===== src/rtl/mc_ctrl_fsm_if.sv =====
// Bus bundle between the multicycle controller and the rest of the core:
// instruction fields, status flags, memory handshake and all control lines.
interface mc_ctrl_fsm_if #(
  parameter int ICNT_W = 16
) ();

  // Instruction fields and flags (driven by IR / status register)
  logic [2:0]        opcode;
  logic [1:0]        op;
  logic [2:0]        cond;
  logic              N;
  logic              V;
  logic              Z;
  logic              mem_ready;

  // Register file and datapath controls
  logic [2:0]        nsel;
  logic [1:0]        vsel;
  logic              loada;
  logic              loadb;
  logic              loadc;
  logic              loads;
  logic              write;
  logic              asel;
  logic              bsel;

  // Fetch, PC and memory interface controls
  logic              load_ir;
  logic              load_pc;
  logic              reset_pc;
  logic              addr_sel;
  logic              load_addr;
  logic [1:0]        pc_sel;
  logic [1:0]        mem_cmd;

  // Sticky status and statistics
  logic              halt;
  logic              err;
  logic [ICNT_W-1:0] instr_count;

  // Core side: supplies instruction fields/flags, consumes controls
  modport master (
    output opcode, op, cond, N, V, Z, mem_ready,
    input  nsel, vsel, loada, loadb, loadc, loads, write, asel, bsel,
    input  load_ir, load_pc, reset_pc, addr_sel, load_addr, pc_sel, mem_cmd,
    input  halt, err, instr_count
  );

  // Controller side
  modport slave (
    input  opcode, op, cond, N, V, Z, mem_ready,
    output nsel, vsel, loada, loadb, loadc, loads, write, asel, bsel,
    output load_ir, load_pc, reset_pc, addr_sel, load_addr, pc_sel, mem_cmd,
    output halt, err, instr_count
  );

endinterface


===== src/rtl/mc_ctrl_fsm.sv =====
// Multicycle control FSM for the 16-bit RISC core. Sequences fetch, decode,
// ALU, load/store and branch micro-ops with a timed memory handshake, an
// error trap and a retired-instruction counter. All controls are registered
// and are a pure function of the state they accompany (Moore).
module mc_ctrl_fsm #(
  parameter int MEM_TIMEOUT = 15,
  parameter int TO_W        = 4,
  parameter int ICNT_W      = 16
) (
  input  logic         clk,
  input  logic         reset,
  mc_ctrl_fsm_if.slave bus
);

  typedef enum logic [4:0] {
    S_RESET, S_IF1, S_IF2, S_UPDPC, S_DEC,
    S_GETA, S_GETB, S_GETD, S_EXEC, S_WRB,
    S_CMPX, S_WRIMM, S_ADDR, S_LADDR, S_MRD,
    S_WRM, S_MWR, S_LINK, S_BRT, S_BRX,
    S_HALT, S_ERR
  } state_t;

  // Complete control word; registered as a unit so every output is a flop.
  typedef struct packed {
    logic [2:0] nsel;
    logic [1:0] vsel;
    logic       loada;
    logic       loadb;
    logic       loadc;
    logic       loads;
    logic       write;
    logic       asel;
    logic       bsel;
    logic       load_ir;
    logic       load_pc;
    logic       reset_pc;
    logic       addr_sel;
    logic       load_addr;
    logic [1:0] pc_sel;
    logic [1:0] mem_cmd;
    logic       halt;
    logic       err;
  } ctrl_t;

  localparam logic [1:0] CMD_NONE  = 2'b00;
  localparam logic [1:0] CMD_READ  = 2'b01;
  localparam logic [1:0] CMD_WRITE = 2'b10;

  localparam logic [2:0] SEL_RN = 3'b001;
  localparam logic [2:0] SEL_RD = 3'b010;
  localparam logic [2:0] SEL_RM = 3'b100;

  localparam logic [1:0] VS_C     = 2'b00;
  localparam logic [1:0] VS_PC    = 2'b01;
  localparam logic [1:0] VS_IMM   = 2'b10;
  localparam logic [1:0] VS_MDATA = 2'b11;

  localparam logic [1:0] PC_INC = 2'b00;
  localparam logic [1:0] PC_REL = 2'b01;
  localparam logic [1:0] PC_REG = 2'b10;

  // Last wait count before the memory watchdog fires (unused when disabled)
  localparam logic [TO_W-1:0] TO_LAST = TO_W'(MEM_TIMEOUT - 1);

  state_t            state_q, state_d;
  logic [TO_W-1:0]   wait_cnt_q, wait_cnt_d;
  logic [ICNT_W-1:0] icnt_q, icnt_d;
  ctrl_t             ctrl_q, ctrl_d;

  logic [4:0] instr;
  logic is_movimm, is_movreg, is_alu2, is_cmp, is_mvn;
  logic is_ldr, is_str, is_b, is_bl, is_bx, is_blx, is_halt;
  logic cond_ok, br_taken, exec_asel, timeout_hit, mem_state;

  // Control word for a state; exec_a selects the EXEC A-operand bypass.
  function automatic ctrl_t ctrl_of(input state_t s, input logic exec_a);
    ctrl_t c;
    c = '0;
    case (s)
      S_RESET: begin c.reset_pc = 1'b1; c.load_pc = 1'b1; end
      S_IF1:   begin c.addr_sel = 1'b1; c.mem_cmd = CMD_READ; end
      S_IF2:   begin c.addr_sel = 1'b1; c.load_ir = 1'b1; end
      S_UPDPC: begin c.load_pc = 1'b1; c.pc_sel = PC_INC; end
      S_GETA:  begin c.nsel = SEL_RN; c.loada = 1'b1; end
      S_GETB:  begin c.nsel = SEL_RM; c.loadb = 1'b1; end
      S_GETD:  begin c.nsel = SEL_RD; c.loadb = 1'b1; end
      S_EXEC:  begin c.loadc = 1'b1; c.asel = exec_a; end
      S_WRB:   begin c.nsel = SEL_RD; c.vsel = VS_C; c.write = 1'b1; end
      S_CMPX:  c.loads = 1'b1;
      S_WRIMM: begin c.nsel = SEL_RN; c.vsel = VS_IMM; c.write = 1'b1; end
      S_ADDR:  begin c.bsel = 1'b1; c.loadc = 1'b1; end
      S_LADDR: c.load_addr = 1'b1;
      S_MRD:   c.mem_cmd = CMD_READ;
      S_WRM:   begin c.nsel = SEL_RD; c.vsel = VS_MDATA; c.write = 1'b1; end
      S_MWR:   c.mem_cmd = CMD_WRITE;
      S_LINK:  begin c.nsel = SEL_RN; c.vsel = VS_PC; c.write = 1'b1; end
      S_BRT:   begin c.load_pc = 1'b1; c.pc_sel = PC_REL; end
      S_BRX:   begin c.load_pc = 1'b1; c.pc_sel = PC_REG; end
      S_HALT:  c.halt = 1'b1;
      S_ERR:   c.err = 1'b1;
      default: c = '0;
    endcase
    return c;
  endfunction

  // Instruction classification from IR fields (stable outside IF2)
  always_comb begin
    instr     = {bus.opcode, bus.op};
    is_movimm = (instr == 5'b110_10);
    is_movreg = (instr == 5'b110_00);
    is_alu2   = (instr == 5'b101_00) || (instr == 5'b101_10);
    is_cmp    = (instr == 5'b101_01);
    is_mvn    = (instr == 5'b101_11);
    is_ldr    = (instr == 5'b011_00);
    is_str    = (instr == 5'b100_00);
    is_b      = (instr == 5'b001_00);
    is_bl     = (instr == 5'b010_11);
    is_bx     = (instr == 5'b010_00);
    is_blx    = (instr == 5'b010_10);
    is_halt   = (bus.opcode == 3'b111);
    exec_asel = is_movreg | is_mvn | is_str | is_bx | is_blx;
  end

  // Branch condition evaluation on the flags seen during DEC
  always_comb begin
    cond_ok  = 1'b1;
    br_taken = 1'b0;
    case (bus.cond)
      3'b000:  br_taken = 1'b1;
      3'b001:  br_taken = bus.Z;
      3'b010:  br_taken = ~bus.Z;
      3'b011:  br_taken = bus.N ^ bus.V;
      3'b100:  br_taken = (bus.N ^ bus.V) | bus.Z;
      default: cond_ok  = 1'b0;
    endcase
  end

  // Next state, wait counter, retire counter and next control word
  always_comb begin
    mem_state   = (state_q == S_IF1) || (state_q == S_MRD) || (state_q == S_MWR);
    timeout_hit = (MEM_TIMEOUT != 0) && (wait_cnt_q == TO_LAST);
    state_d     = state_q;

    case (state_q)
      S_RESET: state_d = S_IF1;
      S_IF1: begin
        if (bus.mem_ready)    state_d = S_IF2;
        else if (timeout_hit) state_d = S_ERR;
      end
      S_IF2:   state_d = S_UPDPC;
      S_UPDPC: state_d = S_DEC;
      S_DEC: begin
        if (is_movimm)                               state_d = S_WRIMM;
        else if (is_movreg || is_mvn)                state_d = S_GETB;
        else if (is_alu2 || is_cmp || is_ldr || is_str) state_d = S_GETA;
        else if (is_b) begin
          if (!cond_ok)      state_d = S_ERR;
          else if (br_taken) state_d = S_BRT;
          else               state_d = S_IF1;
        end
        else if (is_bl || is_blx) state_d = S_LINK;
        else if (is_bx)           state_d = S_GETD;
        else if (is_halt)         state_d = S_HALT;
        else                      state_d = S_ERR;
      end
      S_GETA:  state_d = (is_ldr || is_str) ? S_ADDR : S_GETB;
      S_GETB:  state_d = is_cmp ? S_CMPX : S_EXEC;
      S_GETD:  state_d = S_EXEC;
      S_EXEC: begin
        if (is_str)               state_d = S_MWR;
        else if (is_bx || is_blx) state_d = S_BRX;
        else                      state_d = S_WRB;
      end
      S_WRB, S_CMPX, S_WRIMM, S_WRM, S_BRT, S_BRX: state_d = S_IF1;
      S_ADDR:  state_d = S_LADDR;
      S_LADDR: state_d = is_str ? S_GETD : S_MRD;
      S_MRD: begin
        if (bus.mem_ready)    state_d = S_WRM;
        else if (timeout_hit) state_d = S_ERR;
      end
      S_MWR: begin
        if (bus.mem_ready)    state_d = S_IF1;
        else if (timeout_hit) state_d = S_ERR;
      end
      S_LINK:  state_d = is_bl ? S_BRT : S_GETD;
      S_HALT:  state_d = S_HALT;
      S_ERR:   state_d = S_ERR;
      default: state_d = S_ERR;
    endcase

    // Waiting is the only way to stay in a memory state, so any
    // self-loop there counts a stalled cycle; every entry starts at 0.
    if (mem_state && (state_d == state_q)) wait_cnt_d = wait_cnt_q + TO_W'(1);
    else                                   wait_cnt_d = '0;

    // Retire on each return to fetch, except the first fetch after reset
    if ((state_d == S_IF1) && (state_q != S_IF1) && (state_q != S_RESET))
      icnt_d = icnt_q + ICNT_W'(1);
    else
      icnt_d = icnt_q;

    ctrl_d = ctrl_of(state_d, exec_asel);
  end

  // State, counters and registered controls; reset forces RESET outputs at once
  always_ff @(posedge clk or posedge reset) begin
    if (reset) begin
      state_q    <= S_RESET;
      wait_cnt_q <= '0;
      icnt_q     <= '0;
      ctrl_q     <= ctrl_of(S_RESET, 1'b0);
    end else begin
      state_q    <= state_d;
      wait_cnt_q <= wait_cnt_d;
      icnt_q     <= icnt_d;
      ctrl_q     <= ctrl_d;
    end
  end

  assign bus.nsel        = ctrl_q.nsel;
  assign bus.vsel        = ctrl_q.vsel;
  assign bus.loada       = ctrl_q.loada;
  assign bus.loadb       = ctrl_q.loadb;
  assign bus.loadc       = ctrl_q.loadc;
  assign bus.loads       = ctrl_q.loads;
  assign bus.write       = ctrl_q.write;
  assign bus.asel        = ctrl_q.asel;
  assign bus.bsel        = ctrl_q.bsel;
  assign bus.load_ir     = ctrl_q.load_ir;
  assign bus.load_pc     = ctrl_q.load_pc;
  assign bus.reset_pc    = ctrl_q.reset_pc;
  assign bus.addr_sel    = ctrl_q.addr_sel;
  assign bus.load_addr   = ctrl_q.load_addr;
  assign bus.pc_sel      = ctrl_q.pc_sel;
  assign bus.mem_cmd     = ctrl_q.mem_cmd;
  assign bus.halt        = ctrl_q.halt;
  assign bus.err         = ctrl_q.err;
  assign bus.instr_count = icnt_q;

endmodule


===== src/flat_wrapper.sv =====
// flat-port wrapper written by rule: the top's interface ports become plain ports
module mc_ctrl_fsm_flat 
#(
  parameter int MEM_TIMEOUT = 15,
  parameter int TO_W        = 4,
  parameter int ICNT_W      = 16
)
  (clk, reset, bus_opcode, bus_op, bus_cond, bus_N, bus_V, bus_Z, bus_mem_ready, bus_nsel, bus_vsel, bus_loada, bus_loadb, bus_loadc, bus_loads, bus_write, bus_asel, bus_bsel, bus_load_ir, bus_load_pc, bus_reset_pc, bus_addr_sel, bus_load_addr, bus_pc_sel, bus_mem_cmd, bus_halt, bus_err, bus_instr_count);
  mc_ctrl_fsm_if #(.ICNT_W(ICNT_W)) bus_i ();
  input  logic clk;
  input  logic reset;
  input wire logic [$bits(bus_i.opcode)-1:0] bus_opcode;
  input wire logic [$bits(bus_i.op)-1:0] bus_op;
  input wire logic [$bits(bus_i.cond)-1:0] bus_cond;
  input wire logic [$bits(bus_i.N)-1:0] bus_N;
  input wire logic [$bits(bus_i.V)-1:0] bus_V;
  input wire logic [$bits(bus_i.Z)-1:0] bus_Z;
  input wire logic [$bits(bus_i.mem_ready)-1:0] bus_mem_ready;
  output wire logic [$bits(bus_i.nsel)-1:0] bus_nsel;
  output wire logic [$bits(bus_i.vsel)-1:0] bus_vsel;
  output wire logic [$bits(bus_i.loada)-1:0] bus_loada;
  output wire logic [$bits(bus_i.loadb)-1:0] bus_loadb;
  output wire logic [$bits(bus_i.loadc)-1:0] bus_loadc;
  output wire logic [$bits(bus_i.loads)-1:0] bus_loads;
  output wire logic [$bits(bus_i.write)-1:0] bus_write;
  output wire logic [$bits(bus_i.asel)-1:0] bus_asel;
  output wire logic [$bits(bus_i.bsel)-1:0] bus_bsel;
  output wire logic [$bits(bus_i.load_ir)-1:0] bus_load_ir;
  output wire logic [$bits(bus_i.load_pc)-1:0] bus_load_pc;
  output wire logic [$bits(bus_i.reset_pc)-1:0] bus_reset_pc;
  output wire logic [$bits(bus_i.addr_sel)-1:0] bus_addr_sel;
  output wire logic [$bits(bus_i.load_addr)-1:0] bus_load_addr;
  output wire logic [$bits(bus_i.pc_sel)-1:0] bus_pc_sel;
  output wire logic [$bits(bus_i.mem_cmd)-1:0] bus_mem_cmd;
  output wire logic [$bits(bus_i.halt)-1:0] bus_halt;
  output wire logic [$bits(bus_i.err)-1:0] bus_err;
  output wire logic [$bits(bus_i.instr_count)-1:0] bus_instr_count;
  assign bus_i.opcode = bus_opcode;
  assign bus_i.op = bus_op;
  assign bus_i.cond = bus_cond;
  assign bus_i.N = bus_N;
  assign bus_i.V = bus_V;
  assign bus_i.Z = bus_Z;
  assign bus_i.mem_ready = bus_mem_ready;
  assign bus_nsel = bus_i.nsel;
  assign bus_vsel = bus_i.vsel;
  assign bus_loada = bus_i.loada;
  assign bus_loadb = bus_i.loadb;
  assign bus_loadc = bus_i.loadc;
  assign bus_loads = bus_i.loads;
  assign bus_write = bus_i.write;
  assign bus_asel = bus_i.asel;
  assign bus_bsel = bus_i.bsel;
  assign bus_load_ir = bus_i.load_ir;
  assign bus_load_pc = bus_i.load_pc;
  assign bus_reset_pc = bus_i.reset_pc;
  assign bus_addr_sel = bus_i.addr_sel;
  assign bus_load_addr = bus_i.load_addr;
  assign bus_pc_sel = bus_i.pc_sel;
  assign bus_mem_cmd = bus_i.mem_cmd;
  assign bus_halt = bus_i.halt;
  assign bus_err = bus_i.err;
  assign bus_instr_count = bus_i.instr_count;
  mc_ctrl_fsm #(.MEM_TIMEOUT(MEM_TIMEOUT), .TO_W(TO_W), .ICNT_W(ICNT_W)) u_core (.clk(clk), .reset(reset), .bus(bus_i));
endmodule

===== config.mk =====
export PLATFORM = sky130hd
export DESIGN_NAME = mc_ctrl_fsm_flat
export DESIGN_NICKNAME = d
export VERILOG_FILES = /design/src/rtl/mc_ctrl_fsm_if.sv /design/src/rtl/mc_ctrl_fsm.sv /design/src/flat_wrapper.sv
export SDC_FILE = /design/constraint.sdc
export NUM_CORES = 1
export LEC_CHECK = 0
export ABC_AREA = 1
export CAP_MARGIN = 20
export CORE_MARGIN = 2
export CORE_UTILIZATION = 58
export CTS_CLUSTER_SIZE = 25
export DETAILED_ROUTE_END_ITERATION = 10
export PLACE_DENSITY_LB_ADDON = 0.2
export SETUP_SLACK_MARGIN = 0.1
export SLEW_MARGIN = 30
export SYNTH_ARGS = -nofsm -noshare
export SYNTH_HDL_FRONTEND = slang
export SYNTH_SLANG_ARGS = --single-unit

===== constraint.sdc =====
create_clock -name clk -period 3.8 [get_ports clk]
set_clock_uncertainty 0.1 [all_clocks]
set_input_delay 0.57 -clock clk [delete_from_list [all_inputs] [get_ports clk]]
set_output_delay 0.57 -clock clk [all_outputs]
set_load 0.01 [all_outputs]

==> impl_summary.txt, run 1 <==
----------------------------------------------------
[Clocking]
  CTS clock-pin slew for the worst setup and hold paths ... 0.09 ns
  Number of gates given a new drive strength after cts ... 0
  Deepest level of the CTS H-tree ... 2
  CTS tree ... built
  Root Buffer ... sky130_fd_sc_hd__clkbuf_8
  Number of hold buffers added after cts ... 0
  Worst-skew pair later-pin latency ... 0.30 ns
  TritonCTS Buffers ... 5
  Clk sink count ... 48
  Setup fix buffers added after clock tree synthesis ... 0
  Number of buffers on the longest clock path ... 2

[Worst hold path]
  Type of the most critical hold path ... reg -> reg

[Final layout]
  Area occupied by multi-input gates ... 0.00170 sq mm
  Final #Nets ... 491
  FILL cells ... 444
  Area taken by flip-flops and latches ... 0.00120 sq mm
  Final instance area ... 0.00382 sq mm
  Most common cell after layout, fill and taps aside ... sky130_fd_sc_hd__nand2_1
  Area growth from synthesis to final layout ... 22.5%
  Number of antenna repair diodes ... 0
  Commonest cells after routing, fill and taps aside ... sky130_fd_sc_hd__nand2_1, sky130_fd_sc_hd__clkdlybuf4s50_1, sky130_fd_sc_hd__nor2_1
  Share of post-route cells with drive strength above 1 ... 10.9%

[Yosys]
  Top post-synthesis cells by area ... sky130_fd_sc_hd__dfrtp_1, sky130_fd_sc_hd__nand2_1, sky130_fd_sc_hd__nand3_1, sky130_fd_sc_hd__nor2_1, sky130_fd_sc_hd__nand4_1
  Synthesized netlist net count ... 440
  Sequential cell area fraction in the yosys report ... 38.6%
  Largest area contributor in the netlist ... sky130_fd_sc_hd__dfrtp_1
  Post-Synthesis Mean Instance Area ... 7.38 sq um
  Number of flip-flops and latches in the synthesized netlist ... 48
  Synth Instances ... 423
  Post-synth EDFFs ... 0
  Cell Area, Synth ... 0.00312 sq mm
  Area share of the largest cell type after synthesis ... 36.9%
  Most frequently used flop master after synthesis ... sky130_fd_sc_hd__dfrtp_1
  Number of distinct standard cells referenced by the synthesized netlist ... 33
  Yosys warns ... 0
  Async set or reset register ratio after synthesis ... 100%

[Detailed routing]
  Mean routed wirelength per cell ... 13.9 microns
  Aggregate routed wire length ... 7.56 mm
  Via density ... 5.61
  Final antenna-violating net count ... 0
  Remaining routing DRC violations ... 0
  Vias ... 3060
  Number of DRC markers in iteration 0 ... 286
  Detailed-routing iteration count for the pre-antenna-repair pass ... 7

[Placement]
  Port buffer count ... 52
  HPWL after detailed placement ... 5.79 mm
  Total cell area at the placement stage ... 0.00368 sq mm
  Dpl ws ... 0.544 ns
  Routability congestion estimate from global placement ... 0.996

[Worst setup path]
  Endpoint type of the worst setup path ... register
  Required time worst endpoint ... 3.89 ns
  Launching element type of the critical path ... input port
  Register-to-register path setup slack ... 1.03 ns
  Critical path class ... in -> reg
  Highest fanout seen on the critical path ... 19
  Worst path arrival time ... 3.07 ns

[Floorplan]
  Number of cell rows ... 26
  Floorplan die width ... 77.4 microns
  Initial cell density of the core ... 60.7%
  Placeable core region ... 0.00514 sq mm
  Die Footprint ... 0.00599 sq mm
  Vertical die dimension ... 77.4 microns
  Number of placed I/O pins ... 53

[STA]
  Pins over their slew limit ... 0
  Tcrit/Tclk final ... 78.4%
  Worst hold margin ... 0.389 ns
  Least-Margin Pin Slew ... 0.788 ns
  Unrepaired setup endpoints after global routing ... no
  Final critical delay including setup and external delays ... 2.98 ns
  Number of hold violations in the final report ... 0
  PnR worst setup slack ... 0.822 ns
  Final setup viols ... 0
  Worst slew margin relative to its limit ... 47.4%
  Max Fclk ... 336 MHz
  Sum of negative setup slack ... 0 ns

[Power and ir drop]
  Standby leakage power ... 1.97 nW
  Total power per unit cell area ... 262 mW/mm^2
  Peak VDD IR ... 228 uV

[Global route]
  Wire length of the first global-routing pass ... 13.0 mm
  Largest net degree at the start of global routing ... 49
  GRT Residual Overflow ... 0
  Overall fraction of global-route tracks in use ... 26.6%
  Via count of the first global-routing pass ... 2768
  Number of antenna violations at the first check in global routing ... 0

[Run status]
  Outcome ... finished clean

[Run]
  Number of max-cap violations ... 0

----------------------------------------------------
## kinds of logic (layout without fill, tap and decap cells)
group | count (synthesis) | after routing | share of synthesized area (%)
other cells | 1 | 1 | 0.120
compound gates | 15 | 15 | 2.69
flops | 48 | 48 | 38.6
buf+inv | 55 | 107 | 7.09
simple gates | 285 | 285 | 45.9
fa+ha+maj | 3 | 3 | 1.20
xor+xnor | 16 | 16 | 4.49
## stage by stage
step                cells  utilization, %  total power, mW
floorplan             423               -            0.548
global placement      537            71.7            0.571
detailed placement    537            71.7            0.573
CTS                   545            74.4             1.01
global route          545            74.4             1.04
finish                545            74.4             1.00
## registers in the layout, summed over array words and instances, names as in the netlist, 2 cells and up
register,count
u_core.bus.instr_count,16
u_core.bus.mem_cmd,2
u_core.bus.nsel,3
u_core.bus.pc_sel,2
u_core.bus.vsel,2
u_core.state_q,5
u_core.wait_cnt_q,4
## cells in the mapped netlist, types with 4 or more instances
library cell	number
sky130_fd_sc_hd__buf_2	6
sky130_fd_sc_hd__dfrtp_1	46
sky130_fd_sc_hd__o21ai_0	6
sky130_fd_sc_hd__nand4_1	27
sky130_fd_sc_hd__nor3_1	8
sky130_fd_sc_hd__xnor2_1	7
sky130_fd_sc_hd__nand3_2	4
sky130_fd_sc_hd__xor2_1	9
sky130_fd_sc_hd__inv_1	38
sky130_fd_sc_hd__nor2_4	7
sky130_fd_sc_hd__nor2_2	8
sky130_fd_sc_hd__a21oi_1	6
sky130_fd_sc_hd__nor2_1	51
sky130_fd_sc_hd__nand3_1	40
sky130_fd_sc_hd__nand2_1	124
sky130_fd_sc_hd__inv_2	9
## power by group
group | internal, mW | switching, mW | leakage, nW
Combinational | 0.0196 | 0.0318 | 1.26
Sequential | 0.511 | 0.000124 | 0.643
Clock | 0.265 | 0.173 | 0.0687
Total | 0.796 | 0.205 | 1.97
## layer usage
layer	routed length (microns)	share of wire (%)	GRT usage [%]
met5	0	0	0
met1	3070	41	36.6
met3	705	9.3	3.95
met4	199	2.6	7.86
met2	3580	47	44.1
## final timing paths
check / from / endpoint / cells after the start
max: bus_opcode[2] / u_core.bus.instr_count[5]$_DFFE_PP0P_ / 13
min: u_core.wait_cnt_q[0]$_DFF_PP0_ / u_core.wait_cnt_q[0]$_DFF_PP0_ / 1
max reg2reg: u_core.state_q[4]$_DFF_PP0_ / u_core.bus.instr_count[5]$_DFFE_PP0P_ / 11
min reg2reg: u_core.wait_cnt_q[0]$_DFF_PP0_ / u_core.wait_cnt_q[0]$_DFF_PP0_ / 1
max in group asynchronous: reset / u_core.bus.instr_count[13]$_DFFE_PP0P_ / 2
min in group asynchronous: reset / u_core.bus.vsel[1]$_DFF_PP0_ / 2
## area by class of cell
class	instances	area share (%)
timing repair buffer	52	13.6
tap	70	2.29
clock inverter	3	1.80
multi-input combinational	320	44.4
clock buffer	5	1.80
inverter	47	4.65
sequential	48	31.5
## worst max-delay path, stage by stage
cell and delay [ns]:
sky130_fd_sc_hd__clkdlybuf4s50_1 0.48, sky130_fd_sc_hd__inv_1 0.28, sky130_fd_sc_hd__nand2_1 0.09, sky130_fd_sc_hd__nor2_1 0.22, sky130_fd_sc_hd__nand3_1 0.15, sky130_fd_sc_hd__nand3_1 0.09
sky130_fd_sc_hd__nand2_1 0.08, sky130_fd_sc_hd__a21oi_2 0.29, sky130_fd_sc_hd__nand2_4 0.12, sky130_fd_sc_hd__nor2_8 0.25, sky130_fd_sc_hd__nand3_4 0.24, sky130_fd_sc_hd__nand2_1 0.14
sky130_fd_sc_hd__nand2_1 0.06
(Power assumes the default switching activity.)
==> run 2, diff against run 1 <==
Settings changed: CORE_UTILIZATION 58 to 54.
Clock period 3.8 ns to 2.9 ns, I/O delays scaled along.
==> run 2 against run 1 <==
Cell count rose by 1.8%. Sequential share of layout area fell by 0.15 points. Register-to-register slack got worse by 0.63 ns. Count of clock-buffer cells in the layout did not move. Global-route usage fell by 1.3 points. Non-clock buffer count rose by 8. Largest cell class unchanged. Sequential power rose by 31%. Design area rose by 0.49%. Critical path depth rose by 1. First-iteration DRC count fell by 12%. Sequential cell count did not move. Via count fell by 3.3%.
==> impl_summary.txt, run 2 (synthesis gave the netlist of run 1 again) <==
----------------------------------------------------
[Run status]
  Outcome ... finished clean

[Detailed routing]
  Routed met3 length ... 444 microns (-37%)
  Vias ... 2959 (-3.3%)
  Aggregate routed wire length ... 7.51 mm (-0.67%)
  Highest routing layer actually used ... met4
  Remaining routing DRC violations ... 0 (unchanged)
  Via density ... 5.33 (-5.0%)
  Total routed wire length on the met1 layer ... 3.35 mm (+9.2%)
  Amount of wire on met2 after detailed routing ... 3.54 mm (-1.1%)
  Mean routed wirelength per cell ... 13.5 microns (-2.5%)
  Detailed-routing iteration count for the pre-antenna-repair pass ... 4 (-3)
  Number of DRC markers in iteration 0 ... 251 (-12%)
  Final antenna-violating net count ... 0 (unchanged)

[Final layout]
  Most common cell after layout, fill and taps aside ... sky130_fd_sc_hd__nand2_1
  Share of post-route cells with drive strength above 1 ... 12.6% (+1.7 points)
  Commonest cells after routing, fill and taps aside ... sky130_fd_sc_hd__nand2_1, sky130_fd_sc_hd__clkdlybuf4s50_1, sky130_fd_sc_hd__nor2_1
  Max FFs per register ... 16 (unchanged)
  Final #Nets ... 499 (+1.6%)
  Area growth from synthesis to final layout ... 23.1%
  Share of the core filled with cells ... 69.4% (-5.0 points)
  FILL cells ... 474 (+6.8%)
  Number of antenna repair diodes ... 0 (unchanged)

[Clocking]
  Number of buffers on the longest clock path ... 2 (unchanged)
  Worst-skew pair later-pin latency ... 0.30 ns (about the same)
  TritonCTS Buffers ... 5 (unchanged)
  CTS clock-pin slew for the worst setup and hold paths ... 0.09 ns (about the same)
  Setup fix buffers added after clock tree synthesis ... 0 (unchanged)
  CTS tree ... built
  Clk sink count ... 48 (unchanged)
  Root Buffer ... sky130_fd_sc_hd__clkbuf_8
  Deepest level of the CTS H-tree ... 2 (unchanged)

[Floorplan]
  Number of placed I/O pins ... 53 (unchanged)
  Vertical die dimension ... 80.0 microns (+3.4%)
  Floorplan die width ... 80.0 microns (+3.4%)
  Initial cell density of the core ... 56.3% (-4.4 points)
  Number of cell rows ... 27 (+3.8%)
  Placeable core region ... 0.00554 sq mm (+7.8%)
  Die Footprint ... 0.00640 sq mm (+7.0%)

[STA]
  Final setup viols ... 0 (unchanged)
  Pins over their slew limit ... 0 (unchanged)
  Number of hold violations in the final report ... 0 (unchanged)
  Final critical delay including setup and external delays ... 2.54 ns
  Least-Margin Pin Slew ... 0.708 ns (-0.0798 ns)
  Worst slew margin relative to its limit ... 52.7% (+5.2 points)
  Max Fclk ... 393 MHz
  Tcrit/Tclk final ... 87.7%
  Unrepaired setup endpoints after global routing ... no
  Sum of negative setup slack ... 0 ns (unchanged)

[Worst setup path]
  Highest fanout seen on the critical path ... 16 (-3)
  Required time worst endpoint ... 2.98 ns (-0.91 ns)
  Worst path arrival time ... 2.63 ns (-0.44 ns)
  Endpoint type of the worst setup path ... register
  Critical path class ... in -> reg
  Launching element type of the critical path ... input port

[Global route]
  GRT Residual Overflow ... 0 (unchanged)
  Largest net degree at the start of global routing ... 29 (-41%)
  Wire length of the first global-routing pass ... 12.7 mm (-1.9%)
  Number of antenna violations at the first check in global routing ... 0 (unchanged)
  Via count of the first global-routing pass ... 2769 (+0.036%)
  Overall fraction of global-route tracks in use ... 25.3% (-1.3 points)

[Placement]
  Port buffer count ... 52 (unchanged)
  Routability congestion estimate from global placement ... 0.953 (-4.3%)
  HPWL after detailed placement ... 5.81 mm (+0.31%)

[Power and ir drop]
  Standby leakage power ... 1.99 nW (+0.95%)
  Peak VDD IR ... 337 uV (+48%)
  Total power per unit cell area ... 293 mW/mm^2 (+12%)

[Worst hold path]
  Type of the most critical hold path ... in -> async

[Run]
  Number of max-cap violations ... 0 (unchanged)

----------------------------------------------------
==> run 2: cell types whose count changed in the layout (fill, tap and decap cells not counted), sizes merged <==
| cell | delta |
|---|---|
| bufinv | -2 |
| clkinv | +2 |
| buf | +8 |
==> run 2: critical path, cell delays in order <==
cell                              delay [ns]
sky130_fd_sc_hd__clkdlybuf4s50_1        0.56
sky130_fd_sc_hd__inv_2                  0.07
sky130_fd_sc_hd__nor2_2                 0.14
sky130_fd_sc_hd__nand3_1                0.15
sky130_fd_sc_hd__nand2_1                0.13
sky130_fd_sc_hd__nand2_1                0.06
sky130_fd_sc_hd__nor2_1                 0.10
sky130_fd_sc_hd__nand2_1                0.06
sky130_fd_sc_hd__nor2_2                 0.17
sky130_fd_sc_hd__nand3_4                0.15
sky130_fd_sc_hd__nor2_8                 0.20
sky130_fd_sc_hd__nand3_4                0.20
sky130_fd_sc_hd__nand2_1                0.13
sky130_fd_sc_hd__nand2_1                0.06
==> run 2: worst paths after layout <==
path,start,end,slack [ns],cells past startpoint
worst max-delay path,bus_opcode[1],u_core.bus.instr_count[4]$_DFFE_PP0P_,0.36,14
worst min-delay path,reset,u_core.bus.instr_count[5]$_DFFE_PP0P_,0.36,2
worst max register to register,u_core.state_q[4]$_DFF_PP0_,u_core.bus.instr_count[4]$_DFFE_PP0P_,0.40,13
worst min register to register,u_core.wait_cnt_q[0]$_DFF_PP0_,u_core.wait_cnt_q[0]$_DFF_PP0_,0.39,1
max in group asynchronous,reset,u_core.bus.load_pc$_DFF_PP1_,1.58,3
min in group clk,u_core.wait_cnt_q[0]$_DFF_PP0_,u_core.wait_cnt_q[0]$_DFF_PP0_,0.39,1
==> run 2: final cells by class <==
cell class,count,area (sq um),share of cell area (%)
Tap cell,72,90.1,2.34
Clock buffer,5,68.8,1.79
Sequential cell,48,1200,31.3
Clock inverter,3,18.8,0.488
Multi-Input combinational cell,320,1700,44.4
Timing Repair Buffer,60,581,15.1
Inverter,47,176,4.59
==> run 2: through the flow <==
step	hold WS [ns]	power [mW]	worst slack [ns]	std cells	instance area, sq um
6_report	0.362	1.13	0.356	555	3840
2_1_floorplan	0.354	0.719	0.796	423	3120
5_1_grt	0.392	1.18	0.142	555	3840
3_5_place_dp	0.383	0.753	0.0258	547	3750
4_1_cts	0.370	1.14	0.327	555	3830
3_3_place_gp	0.377	0.751	0.108	547	3750
==> run 2: where the power goes <==
| group | switching (mW) | internal, mW | total (mW) |
|---|---|---|---|
| logic | 0.0429 | 0.0278 | 0.0707 |
| clock network | 0.217 | 0.168 | 0.385 |
| registers | 0.000134 | 0.670 | 0.670 |
==> run 2: layer usage <==
metal,up-vias,GRT usage [%]
met2,102,41.4
li1,1475,-
met1,1363,34.4
met4,0,8.31
met3,19,4.07
met5,-,0
==> run 2: what timing repair did <==
item / 4_1_cts / 5_1_grt
setup endpoints to repair: 0 / 6
gates resized for setup: 0 / 2
hold buffers: 0 / 0
